`src/rtl/uart_pkg.sv`:
```
// Shared definitions for the UART transmit/receive blocks: FSM state
// encoding, parity selection codes and a frame-length helper.
package uart_pkg;

  // Transmitter states; explicit 3-bit encodings keep the legacy numbering.
  typedef enum logic [2:0] {
    IDLE   = 3'd0,
    START  = 3'd1,
    DATA   = 3'd2,
    PARITY = 3'd3,
    STOP   = 3'd4,
    BREAK  = 3'd5
  } tx_state_e;

  // Parity selection codes for the PARITY parameter.
  localparam int unsigned PAR_NONE = 0;
  localparam int unsigned PAR_ODD  = 1;
  localparam int unsigned PAR_EVEN = 2;

  // Number of serial bits in one frame: start + data + optional parity + stop.
  function automatic int unsigned frame_bits(input int unsigned data_w,
                                             input int unsigned parity,
                                             input int unsigned stop_bits);
    int unsigned n;
    n = 1 + data_w + stop_bits;
    if (parity != PAR_NONE) n = n + 1;
    return n;
  endfunction

endpackage

```
`src/rtl/uart_bit_timer.sv`:
```
// Bit-period timer: counts clk cycles within one serial bit and flags the
// last cycle of each period. Held at zero while clr is asserted.
module uart_bit_timer #(
  parameter int unsigned CLKS_PER_BIT = 16
) (
  input  logic clk,
  input  logic rst,
  input  logic clr,
  output logic tick
);

  localparam int unsigned     TW   = $clog2(CLKS_PER_BIT) + 1;
  localparam logic [TW-1:0]   LAST = TW'(CLKS_PER_BIT - 1);

  logic [TW-1:0] cnt;

  // Count 0..CLKS_PER_BIT-1 and restart; never runs past the terminal value.
  always_ff @(posedge clk or negedge rst) begin
    if (!rst) begin
      cnt <= '0;
    end else if (clr || (cnt == LAST)) begin
      cnt <= '0;
    end else begin
      cnt <= cnt + 1'b1;
    end
  end

  assign tick = (cnt == LAST);

endmodule

```
`src/rtl/uart_tx_param.sv`:
```
// Parametrised UART transmitter: valid/ready word input, registered serial
// output, idle-high line, LSB first, optional parity, 1 or 2 stop bits.
// Optional line-break generation is compiled in with UART_TX_BREAK_EN.
module uart_tx_param
  import uart_pkg::tx_state_e, uart_pkg::IDLE, uart_pkg::START,
         uart_pkg::DATA, uart_pkg::STOP, uart_pkg::BREAK,
         uart_pkg::PAR_NONE, uart_pkg::PAR_EVEN;
#(
  parameter int unsigned DATA_W       = 8,
  parameter int unsigned CLKS_PER_BIT = 16,
  parameter int unsigned PARITY       = 0,
  parameter int unsigned STOP_BITS    = 1
) (
  input  logic              clk,
  input  logic              rst,
  input  logic [DATA_W-1:0] din,
  input  logic              tx_vld,
  output logic              tx_rdy,
  output logic              txd,
  output logic              tx_done
`ifdef UART_TX_BREAK_EN
  ,
  input  logic              brk
`endif
);

  localparam int unsigned   IW        = $clog2(DATA_W) + 1;
  localparam logic [IW-1:0] LAST_IDX  = IW'(DATA_W - 1);
  localparam logic [IW-1:0] LAST_STOP = IW'(STOP_BITS - 1);

  tx_state_e         state;
  logic [DATA_W-1:0] shift;
  logic [IW-1:0]     idx;
  logic              par_bit;
  logic              tick;
  logic              clr;

`ifdef UART_TX_BREAK_EN
  localparam logic [IW-1:0] MAB_LAST = IW'(1);
  logic mab;
`endif

  // Hold the bit timer at zero whenever no timed bit is being produced.
  always_comb begin
    clr = (state == IDLE);
`ifdef UART_TX_BREAK_EN
    if ((state == BREAK) && !mab) clr = 1'b1;
`endif
  end

  uart_bit_timer #(
    .CLKS_PER_BIT(CLKS_PER_BIT)
  ) u_timer (
    .clk (clk),
    .rst (rst),
    .clr (clr),
    .tick(tick)
  );

  // Frame sequencer; txd, tx_rdy and tx_done are all driven from registers.
  always_ff @(posedge clk or negedge rst) begin
    if (!rst) begin
      state   <= IDLE;
      shift   <= '1;
      idx     <= '0;
      par_bit <= 1'b0;
      txd     <= 1'b1;
      tx_rdy  <= 1'b1;
      tx_done <= 1'b0;
`ifdef UART_TX_BREAK_EN
      mab     <= 1'b0;
`endif
    end else begin
      tx_done <= 1'b0;
      case (state)
        IDLE: begin
`ifdef UART_TX_BREAK_EN
          if (brk) begin
            state  <= BREAK;
            txd    <= 1'b0;
            tx_rdy <= 1'b0;
            mab    <= 1'b0;
          end else
`endif
          if (tx_vld) begin
            shift   <= din;
            par_bit <= (PARITY == PAR_EVEN) ? ^din : ~^din;
            idx     <= '0;
            txd     <= 1'b0;
            tx_rdy  <= 1'b0;
            state   <= START;
          end
        end

        START: begin
          if (tick) begin
            state <= DATA;
            txd   <= shift[0];
            shift <= {1'b1, shift[DATA_W-1:1]};
            idx   <= '0;
          end
        end

        DATA: begin
          if (tick) begin
            if (idx == LAST_IDX) begin
              idx <= '0;
              if (PARITY != PAR_NONE) begin
                state <= uart_pkg::PARITY;
                txd   <= par_bit;
              end else begin
                state <= STOP;
                txd   <= 1'b1;
              end
            end else begin
              idx   <= idx + 1'b1;
              txd   <= shift[0];
              shift <= {1'b1, shift[DATA_W-1:1]};
            end
          end
        end

        uart_pkg::PARITY: begin
          if (tick) begin
            state <= STOP;
            txd   <= 1'b1;
            idx   <= '0;
          end
        end

        STOP: begin
          if (tick) begin
            if (idx == LAST_STOP) begin
              state   <= IDLE;
              idx     <= '0;
              tx_rdy  <= 1'b1;
              tx_done <= 1'b1;
            end else begin
              idx <= idx + 1'b1;
            end
          end
        end

`ifdef UART_TX_BREAK_EN
        // Break: line low while brk is held, then two bit periods of mark
        // (counted in idx) before the transmitter reports ready again.
        BREAK: begin
          if (!mab) begin
            if (!brk) begin
              mab <= 1'b1;
              txd <= 1'b1;
              idx <= '0;
            end
          end else if (tick) begin
            if (idx == MAB_LAST) begin
              state  <= IDLE;
              mab    <= 1'b0;
              idx    <= '0;
              tx_rdy <= 1'b1;
            end else begin
              idx <= idx + 1'b1;
            end
          end
        end
`endif

        default: begin
          state  <= IDLE;
          txd    <= 1'b1;
          tx_rdy <= 1'b1;
          idx    <= '0;
        end
      endcase
    end
  end

endmodule
```
`config.mk`:
```
export PLATFORM = sky130hd
export DESIGN_NAME = uart_tx_param
export DESIGN_NICKNAME = d
export VERILOG_FILES = /design/src/rtl/uart_pkg.sv /design/src/rtl/uart_bit_timer.sv /design/src/rtl/uart_tx_param.sv
export SDC_FILE = /design/constraint.sdc
export NUM_CORES = 1
export LEC_CHECK = 0
export CELL_PAD_IN_SITES_DETAIL_PLACEMENT = 1
export CELL_PAD_IN_SITES_GLOBAL_PLACEMENT = 2
export CORE_MARGIN = 2
export CORE_UTILIZATION = 38
export DETAILED_ROUTE_END_ITERATION = 8
export GPL_ROUTABILITY_DRIVEN = 0
export PLACE_DENSITY_LB_ADDON = 0.1
export SLEW_MARGIN = 5
export SYNTH_ARGS = -nofsm -noshare
export SYNTH_HDL_FRONTEND = slang
export SYNTH_SLANG_ARGS = --single-unit
```
`constraint.sdc`:
```
create_clock -name clk -period 2.9 [get_ports clk]
set_clock_uncertainty 0.1 [all_clocks]
set_input_delay 0.435 -clock clk [delete_from_list [all_inputs] [get_ports clk]]
set_output_delay 0.435 -clock clk [all_outputs]
set_load 0.03 [all_outputs]
```
==> summary.txt <==
Power and ir drop
  – Pwr dens: 353.8 nW/µm²
  – Switching power total: 0.1175 mW
  – VDD IR max: 0.1737 mV
  – Power share of the sequential group: 63.9%
  – Internal power: 0.3982 mW
  – Combinational share of power: 6.8%
  – Sw Ratio: 22.78%
  – Leakage: 0.6700 nW
  – Clock power frac: 29.3%
  – Pwr Total: 0.5157 mW

Setup path
  – Crit end category: flip-flop
  – Worst Setup Start Kind: flip-flop
  – Critical path's top delay family: compound AO/OA/AOI/OAI gates
  – Slowest CP cell: o32ai_4
  – Critical Path RT: 3.05 ns
  – Crit path DAT: 2.41 ns
  – Crit-path most repeated cell: ha_1
  – Crit path kind: flip-flop to flip-flop
  – Critical Path Max Stage Delay: 0.55 ns
  – Crit-path cells: ha_1, and3_1, ha_1, nand3b_1, o32ai_4, nor2_1, a31oi_1
  – CP bufs+invs: 0
  – Worst Path Max Fanout: 15

GRT
  – Initial antenna violation count: 0
  – Vias in the first global route: 857
  – Total GRT Usage: 14.55%
  – Largest net degree at the start of global routing: 18
  – GRT Residual Overflow: 0
  – First-pass GRT wire length: 4057 µm

Clock tree
  – Clock Path Buffers: 2
  – Clock Sinks: 23
  – CTS tree: yes
  – Worst-path clk slew: 0.13 ns
  – # hold bufs at CTS: 0
  – H-Tree Depth: 1
  – CTS Buf Count: 3
  – Clk root buf: clkbuf_4
  – Worst-Skew Late Latency: 0.31 ns
  – Post-CTS setup buffer count: 0
  – Post-CTS resize count: 0

Routing
  – First drt pass iteration count: 3
  – Drt wl/cell: 13.79 µm
  – Detailed-route via count: 917
  – DR DRC count: 0
  – Routed WL: 2509 µm
  – 1st-iter DRT viols: 15
  – Antenna viol nets, final: 0
  – Routed vias/inst: 5.038

Synthesis
  – Synth top area cells: dfrtp_1 25%, dfstp_2 21%, mux2i_1 7.1%, nor2_1 6.8%, ha_1 3.9%
  – Leading area contributor after synthesis: dfrtp_1
  – Flip-flop and latch count after synthesis: 23
  – Post-synth top cells: 23 x nor2_1, 13 x dfrtp_1, 10 x dfstp_2
  – Mapped Nets: 137
  – Seq/Total Area, Yosys: 46.03%
  – Most frequent cell after synthesis: nor2_1
  – Synth Flop Type: dfrtp_1
  – Yosys cell types: 38
  – Synth async-reset ratio: 100.0%
  – Post-synth EDFFs: 0
  – Syn Std Cell Area: 1277 µm²
  – Synth warn: 0
  – Avg Cell Area, Syn: 10.47 µm²
  – Post-synthesis cell count: 122
  – Yosys top cell area share: 25.47%

Floorplan
  – Die Span X: 61.98 µm
  – Row count: 21
  – Initial Utilization: 38.90%
  – Die height: 61.98 µm
  – Boundary Pins: 14
  – Die area: 3842 µm²
  – Core ar.: 3284 µm²

Place
  – Input/output buffers: 13
  – Cells after DPL: 178
  – Post-DP HPWL: 1851 µm

Final layout
  – Fin cells: 182
  – Synthesis-to-finish area growth: 14.10%
  – Share of cells above drive strength 1: 20.59%
  – Antenna diodes: 0
  – Final core occ: 44.38%
  – # nets final: 152
  – Fillers: 377

Min path
  – Hold Path Class: flip-flop to flip-flop

Run status
  – Outcome: finished clean

STA
  – Least-Margin Pin Slew: 0.7624 ns
  – Fmax: 442.3 MHz
  – Pins over their slew limit: 0
  – Final Cycle Share: 77.96%
  – Min cycle time layout: 2.261 ns
  – Hold Violations, Final: 0
  – Final setup fails: 0
  – Unrepaired setup endpoints after global routing: no
  – Setup TNS: 0 ns
  – Slew Limit Headroom: 49.01%

Job
  – Max Cap Violations: 0
## power by group through the flow
stage	registers [mW]	logic (mW)	clock network [mW]
2_1_floorplan	0.336	0.00835	0
3_3_place_gp	0.335	0.0352	0
3_5_place_dp	0.335	0.0357	0
4_1_cts	0.330	0.0360	0.162
5_1_grt	0.330	0.0388	0.174
6_report	0.330	0.0350	0.151
## path summary, 6_finish.rpt
kind / start / to / slack, ns / cells past startpoint
worst max-delay path: u_timer.cnt[0] / shift[7] / 0.64 / 7
worst min-delay path: u_timer.cnt[0] / u_timer.cnt[0] / 0.37 / 1
worst max register to register: u_timer.cnt[0] / shift[7] / 0.64 / 7
worst min register to register: u_timer.cnt[0] / u_timer.cnt[0] / 0.37 / 1
max in group asynchronous: rst / shift[5] / 1.59 / 2
min in group asynchronous: rst / idx[2] / 0.45 / 1
## cell families (layout without fill, tap and decap cells)
logic type                 Yosys count  in the layout  synth area share, %
and+or+nand+nor                     47             47                18.22
DFF                                 23             23                46.03
AOI/OAI and AO/OA                   21             21                13.81
muxes                               12             12                9.990
buffers and inverters               12             26                5.974
adders and majority gates            4              4                3.918
xor gates and xnor gates             3              3                2.057
## area by class of cell
class                           count  area (µm²)  area share, %
Tap cell                           46       57.56          3.948
Timing Repair Buffer               15       145.1          9.957
Clock inverter                      1       5.005         0.3433
Inverter                            7       26.28          1.803
Clock buffer                        3       22.52          1.545
Multi-Input combinational cell     87       613.1          42.06
Sequential cell                    23       588.1          40.34
## layout by cell type, fill, tap and decap left out, drive strengths merged, types with 2 or more instances in the layout
cell | synthesis | final
nor2 | 25 | 25
dfrtp | 13 | 13
clkdlybuf4s50 | 0 | 13
dfstp | 10 | 10
mux2i | 9 | 9
a21oi | 9 | 9
inv | 7 | 7
nand2 | 5 | 5
ha | 4 | 4
nand2b | 3 | 3
clkbuf | 0 | 3
mux2 | 3 | 3
and3 | 2 | 2
or2 | 2 | 2
xnor2 | 2 | 2
nand3 | 2 | 2
nor3b | 2 | 2
o21ai | 2 | 2
nor3 | 2 | 2
buf | 5 | 2
## state kept, by name (all words and copies together), names as in the netlist
register     count
shift            8
tx_done          1
state            3
txd              1
u_timer.cnt      5
tx_rdy           1
idx              4
## per-layer routing
layer / up-vias / global-route usage, % / part of all wire [%]
met4: 0 / 5.471 / 1.1
met3: 4 / 2.484 / 1.9
met2: 9 / 21.43 / 48
met5: - / 0 / 0
li1: 446 / - / -
met1: 458 / 21.26 / 49
## worst register-to-register path: stages, from the launching register on
cell,delay [ns]
dfrtp_1,0.39
ha_1,0.18
and3_1,0.15
ha_1,0.36
nand3b_1,0.21
o32ai_4,0.55
nor2_1,0.09
a31oi_1,0.16
## per-stage QoR
step	worst slack [ns]	hold slack [ns]	cell area, µm²
floorplan	0.9855	0.03941	1277
global placement	0.7092	0.3433	1430
detailed placement	0.6383	0.3624	1430
CTS	0.5999	0.3810	1458
global route	0.3785	0.4055	1458
finish	0.6392	0.3745	1458
Note: power is estimated with default switching activity, not from simulation.
==> RTL change 1: new RTL, same flow settings <==
`CLKS_PER_BIT` is set to 16 in 2 places; all go to 32.
--- a/src/rtl/uart_bit_timer.sv
+++ b/src/rtl/uart_bit_timer.sv
@@ -2,5 +2,5 @@
 // last cycle of each period. Held at zero while clr is asserted.
 module uart_bit_timer #(
-  parameter int unsigned CLKS_PER_BIT = 16
+  parameter int unsigned CLKS_PER_BIT = 32
 ) (
   input  logic clk,
--- a/src/rtl/uart_tx_param.sv
+++ b/src/rtl/uart_tx_param.sv
@@ -8,5 +8,5 @@
 #(
   parameter int unsigned DATA_W       = 8,
-  parameter int unsigned CLKS_PER_BIT = 16,
+  parameter int unsigned CLKS_PER_BIT = 32,
   parameter int unsigned PARITY       = 0,
   parameter int unsigned STOP_BITS    = 1
Formal check against the unedited RTL: no difference found for any inputs over 10 cycles, from zero or initial values and one cycle with rst low; that may be too few to reach the edited logic, so the function may still have changed.
==> RTL change 1 against the original RTL <==
- total power up 21%
- first-iteration DRC count up 120%
- global-route usage up 1.3 points
- sequential cell count up 1
- routed wire length up 12%
- cell count down 1.1%
- setup slack better by 0.019 ns
- design area up 5.3%
- maximum frequency up 0.83%
- highest routed layer unchanged
- sequential share of layout area down 0.41 points
- area after synthesis up 1.3%
- synthesized cell count down 3.3%
==> RTL change 1: results (changes against the original RTL) <==
* Top cells by count, synth: dfrtp_1 (14), nor2_1 (14), mux2_2 (13)
* CTS H-Tree Depth at 1 (unchanged)
* DR vias/cell at 5.36 (+6.3%)
* Post-synth ARST share at 100% (unchanged)
* Initial antenna violation count at 0 (unchanged)
* Worst-path clk slew at 0.13 ns (about the same)
* Wire per inst at 15.7 um (+14%)
* Estimated wirelength of the detail-placed design at 2.09 mm (+13%)
* Status: complete, no violations
* All-Layer GR Usage at 15.9% (+1.3 points)
* Largest net degree at the start of global routing at 20 (+2)
* Post-CTS Setup Inserts at 0 (unchanged)
* Leakage power at 0.621 nW (-7.4%)
* Sequential area share after synthesis at 47.4% (+1.4 points)
* Vias in the first global route at 1030 (+20%)
* Fillers at 387 (+2.7%)
* Rel. slew slack at 41.2% (-7.8 points)
* Antenna cells at 0 (unchanged)
* Post-CTS sizing at 0 (unchanged)
* Synth top area cells: dfrtp_1 (27%), dfstp_2 (20%), mux2_2 (11%)
* Largest regs: shift x8, u_timer.cnt x6, idx x4
* Yosys cell types at 36 (-5.3%)
* Placed cell area at 1480 um2 (+3.7%)
* Initial DRC count at 33 (+18)
* Peak VDD IR at 0.000172 V (-1.1%)
* Layout cell share with drive strength beyond 1 at 26.9% (+6.3 points)
* Net Count, Synth at 132 (-3.6%)
* CTS root buffer: clkbuf_4
* Detailed Routing Iterations Pass 1 at 4 (+1)
* CP arrival at 2.40 ns
* Net count reported at finish at 149 (-2.0%)
* Clk_lat worst skew at 0.32 ns
* Dpl ws at 0.556 ns (-0.0821 ns)
* Crit Path Max Fanout at 8 (-7)
* First-pass GRT wire length at 4.93 mm (+22%)
* Hold Path Class: reg2reg
* Synth Warn # at 0 (unchanged)
* Port buffer count at 13 (unchanged)
* Clk buf depth at 2 (unchanged)
* TritonCTS Buffers at 3 (unchanged)
==> RTL change 1: worst paths after layout <==
kind,slack (ns),to,cells after the start,start
worst max register to register,0.66,shift[4]$_DFFE_PN1P_,5,u_timer.cnt[0]$_DFF_PN0_
min in group asynchronous,0.49,state[1]$_DFFE_PN0P_,1,rst
worst max-delay path,0.66,shift[4]$_DFFE_PN1P_,5,u_timer.cnt[0]$_DFF_PN0_
max in group asynchronous,1.49,shift[1]$_DFFE_PN1P_,2,rst
worst min register to register,0.39,u_timer.cnt[0]$_DFF_PN0_,1,u_timer.cnt[0]$_DFF_PN0_
worst min-delay path,0.39,u_timer.cnt[0]$_DFF_PN0_,1,u_timer.cnt[0]$_DFF_PN0_
==> RTL change 1: report_power, final <==
group          total (mW)  switching (mW)  leakage, nW  internal, mW
sequential          0.348         0.00289        0.286         0.345
clock               0.245           0.105       0.0279         0.140
combinational      0.0330          0.0123        0.307        0.0207
==> RTL change 1: cell type report <==
cell class | instances | area, um2 | share of cell area, %
timing repair buffer | 15 | 145 | 9.45
sequential | 24 | 613 | 39.9
multi-input combinational | 85 | 644 | 42.0
clock inverter | 1 | 30.0 | 1.96
tap | 46 | 57.6 | 3.75
inverter | 6 | 22.5 | 1.47
clock buffer | 3 | 22.5 | 1.47
==> RTL change 1: cell families (layout without fill, tap and decap cells) <==
logic type / Yosys count / in the layout / share of synthesized area, %
mux: 17 / 17 / 14.5
xor+xnor: 4 / 4 / 2.71
flops: 24 / 24 / 47.4
fa+ha+maj: 3 / 3 / 2.90
simple gates: 40 / 40 / 17.0
compound gates: 21 / 21 / 12.7
buf+inv: 9 / 25 / 2.80
==> RTL change 1: per-stage QoR <==
step	utilization [%]	std cells	power, mW
after floorplan	-	118	0.363
after global placement	44.8	176	0.387
after detailed placement	44.8	176	0.387
after CTS	46.4	180	0.633
after global routing	46.4	180	0.650
final	46.4	180	0.626
==> RTL change 1: routing by layer <==
metal  up-vias  global-route usage [%]  share of wire (%)
met4         0                    5.00                1.0
met5         -                       0                  0
met1       493                    19.3                 44
met3         4                    2.72                2.3
li1        458                       -                  -
met2         9                    28.5                 52
==> RTL change 1: worst max-delay path: stages, from the launching register on <==
cell and delay, ns:
dfrtp_1 0.40, ha_1 0.24, nand3b_2 0.16, or4b_4 0.56
a31oi_4 0.34, mux2_2 0.38
==> RTL change 2: new RTL, config.mk and constraints unchanged <==
Without the edit above. One comparison of `idx` changes from == to >=.
--- a/src/rtl/uart_tx_param.sv
+++ b/src/rtl/uart_tx_param.sv
@@ -104,5 +104,5 @@
         DATA: begin
           if (tick) begin
-            if (idx == LAST_IDX) begin
+            if (idx >= LAST_IDX) begin
               idx <= '0;
               if (PARITY != PAR_NONE) begin
Check against the original RTL: no difference found for any inputs over 10 cycles, from zero or initial values and one cycle with rst low; that may be too few to reach the edited logic, so the function may still have changed.
==> RTL change 2 against the original RTL <==
- global-route usage decreased by 1.1 points
- count of clock-buffer cells in the layout unchanged
- sequential cell count unchanged
- critical path depth decreased by 2
- area after synthesis increased by 1.4%
- via count decreased by 3.4%
- die area increased by 1.3%
- setup slack got worse by 0.14 ns
- design area increased by 2.5%
- routed wire length decreased by 2.3%
Power is not compared: it rests on default switching activity, and its combinational part moved more than twofold at a synthesized area within 25%.
==> RTL change 2: results (changes against the original RTL) <==
* Peak VDD IR at 0.000374 V
* Most used DFF post-synth: dfrtp_1
* Yosys cell types at 35 (-7.9%)
* Leakage power at 0.614 nW
* TritonCTS Buffers at 3 (unchanged)
* Critical Path Sink: shift[3]$_DFFE_PN1P_
* DR vias at 886 (-3.4%)
* Hold wc startpoint: u_timer.cnt[0]$_DFF_PN0_
* Final wirelength at 2.45 mm (-2.3%)
* Syn_area_per_cell at 11.1 um2 (+5.7%)
* Hold Path Class: reg2reg
* Estimated wirelength of the detail-placed design at 1.88 mm (+1.3%)
* Clk buf depth at 2 (unchanged)
* TNS Setup at 0 ns (unchanged)
* Net Count, Synth at 133 (-2.9%)
* All-Layer GR Usage at 13.4% (-1.1 points)
* CP arrival at 2.55 ns (+0.14 ns)
* Synth top area cells: dfrtp_1 (25%), dfstp_2 (20%), mux2_2 (14%)
* Largest regs: shift x8, u_timer.cnt x5, idx x4
* Initial DRC count at 17 (+2)
* Port buffer count at 13 (unchanged)
* Hold Crit Depth at 1 (unchanged)
* Post-CTS Setup Inserts at 0 (unchanged)
* Crit Path Max Fanout at 8 (-7)
* Net count reported at finish at 148 (-2.6%)
* Sequential area share after synthesis at 45.4% (-0.62 points)
* Initial antenna violation count at 0 (unchanged)
* DR DRC count at 0 (unchanged)
* Worst reg2reg path startpoint: idx[0]$_DFFE_PN0P_
* Layout cell share with drive strength beyond 1 at 28.2% (+7.7 points)
* R2r setup slk at 0.50 ns (-0.14 ns)
* Placed insts at 173 (-2.8%)
* Synth Warn # at 0 (unchanged)
* Vias in the first global route at 904 (+5.5%)
* Worst-path clk slew at 0.13 ns (about the same)
* Antenna cells at 0 (unchanged)
* CTS root buffer: clkbuf_4
* Clk_lat worst skew at 0.31 ns (about the same)
* R2r worst-path depth at 5 (-2)
* Largest net degree at the start of global routing at 20 (+2)
* Status: complete, no violations
* Top cells by count, synth: mux2_2 (16), dfrtp_1 (13), dfstp_2 (10), nor2_1 (10), inv_1 (9)
* Post-CTS sizing at 0 (unchanged)
* First-pass GRT wire length at 4.21 mm (+3.7%)
* Startpoint types: flip-flop
* CTS H-Tree Depth at 1 (unchanged)
* Hold endpoint: u_timer.cnt[0]$_DFF_PN0_
* Slew @ Worst Pin at 0.855 ns (+0.0929 ns)
* Detailed Routing Iterations Pass 1 at 4 (+1)
* Worst hold margin at 0.375 ns (+0.000508 ns)
* Post-synth ARST share at 100% (unchanged)
* Wire per inst at 13.9 um (+0.49%)
## RTL change 2: cell count changes after synthesis, moves of 2 or more
cell and change:
buf_6 -3, inv_1 +2, o21ai_0 +4, a21oi_1 -3, nor3_1 -2, clkbuf_1 +2, nand3_1 +2, nor2_1 -13
a21oi_2 -3, mux2i_1 -5, a211o_1 +3, mux2_2 +14
## RTL change 2: critical path, cell delays in order, from the launching register on
cell	delay, ns
dfrtp_1	0.44
ha_1	0.23
a211o_1	0.35
and2_4	0.19
a2111oi_4	0.61
mux2_2	0.41
## RTL change 2: report_power, final
group | switching, mW | internal, mW
registers | 0.110 | 0.502
logic | 0.311 | 0.379
clock network | 0.0988 | 0.0515
total | 0.520 | 0.932
## RTL change 2: through the flow
step | total power, mW | util [%] | instance area (um2) | setup WS [ns]
floorplan | 1.17 | - | 1290 | 0.729
global placement | 1.30 | 44.3 | 1470 | 0.541
detailed placement | 1.32 | 44.3 | 1470 | 0.535
CTS | 1.48 | 45.1 | 1490 | 0.509
global route | 1.57 | 45.1 | 1490 | 0.391
finish | 1.45 | 45.1 | 1490 | 0.500
## RTL change 2: area by class of cell
class | instances | area, um2
Clock buffer | 3 | 22.5
Clock inverter | 1 | 5.00
Fill cell | 384 | 1820
Inverter | 9 | 33.8
Multi-Input combinational cell | 81 | 649
Sequential cell | 23 | 588
Tap cell | 46 | 57.6
Timing Repair Buffer | 14 | 138
## RTL change 2: cells by family after synthesis
family	share of synthesized area [%]
flops	45.4
simple gates	12.4
buf+inv	4.44
xor+xnor	2.71
fa+ha+maj	4.83
compound gates	13.2
mux	17.0
## RTL change 2: per-layer routing
layer  GRT usage (%)  wire length [um]  up-vias
met1            18.8              1160      437
met4            5.00                13        0
li1                -                 -      439
met2            20.8              1200        8
met3            2.52                76        2
met5               0                 0        -
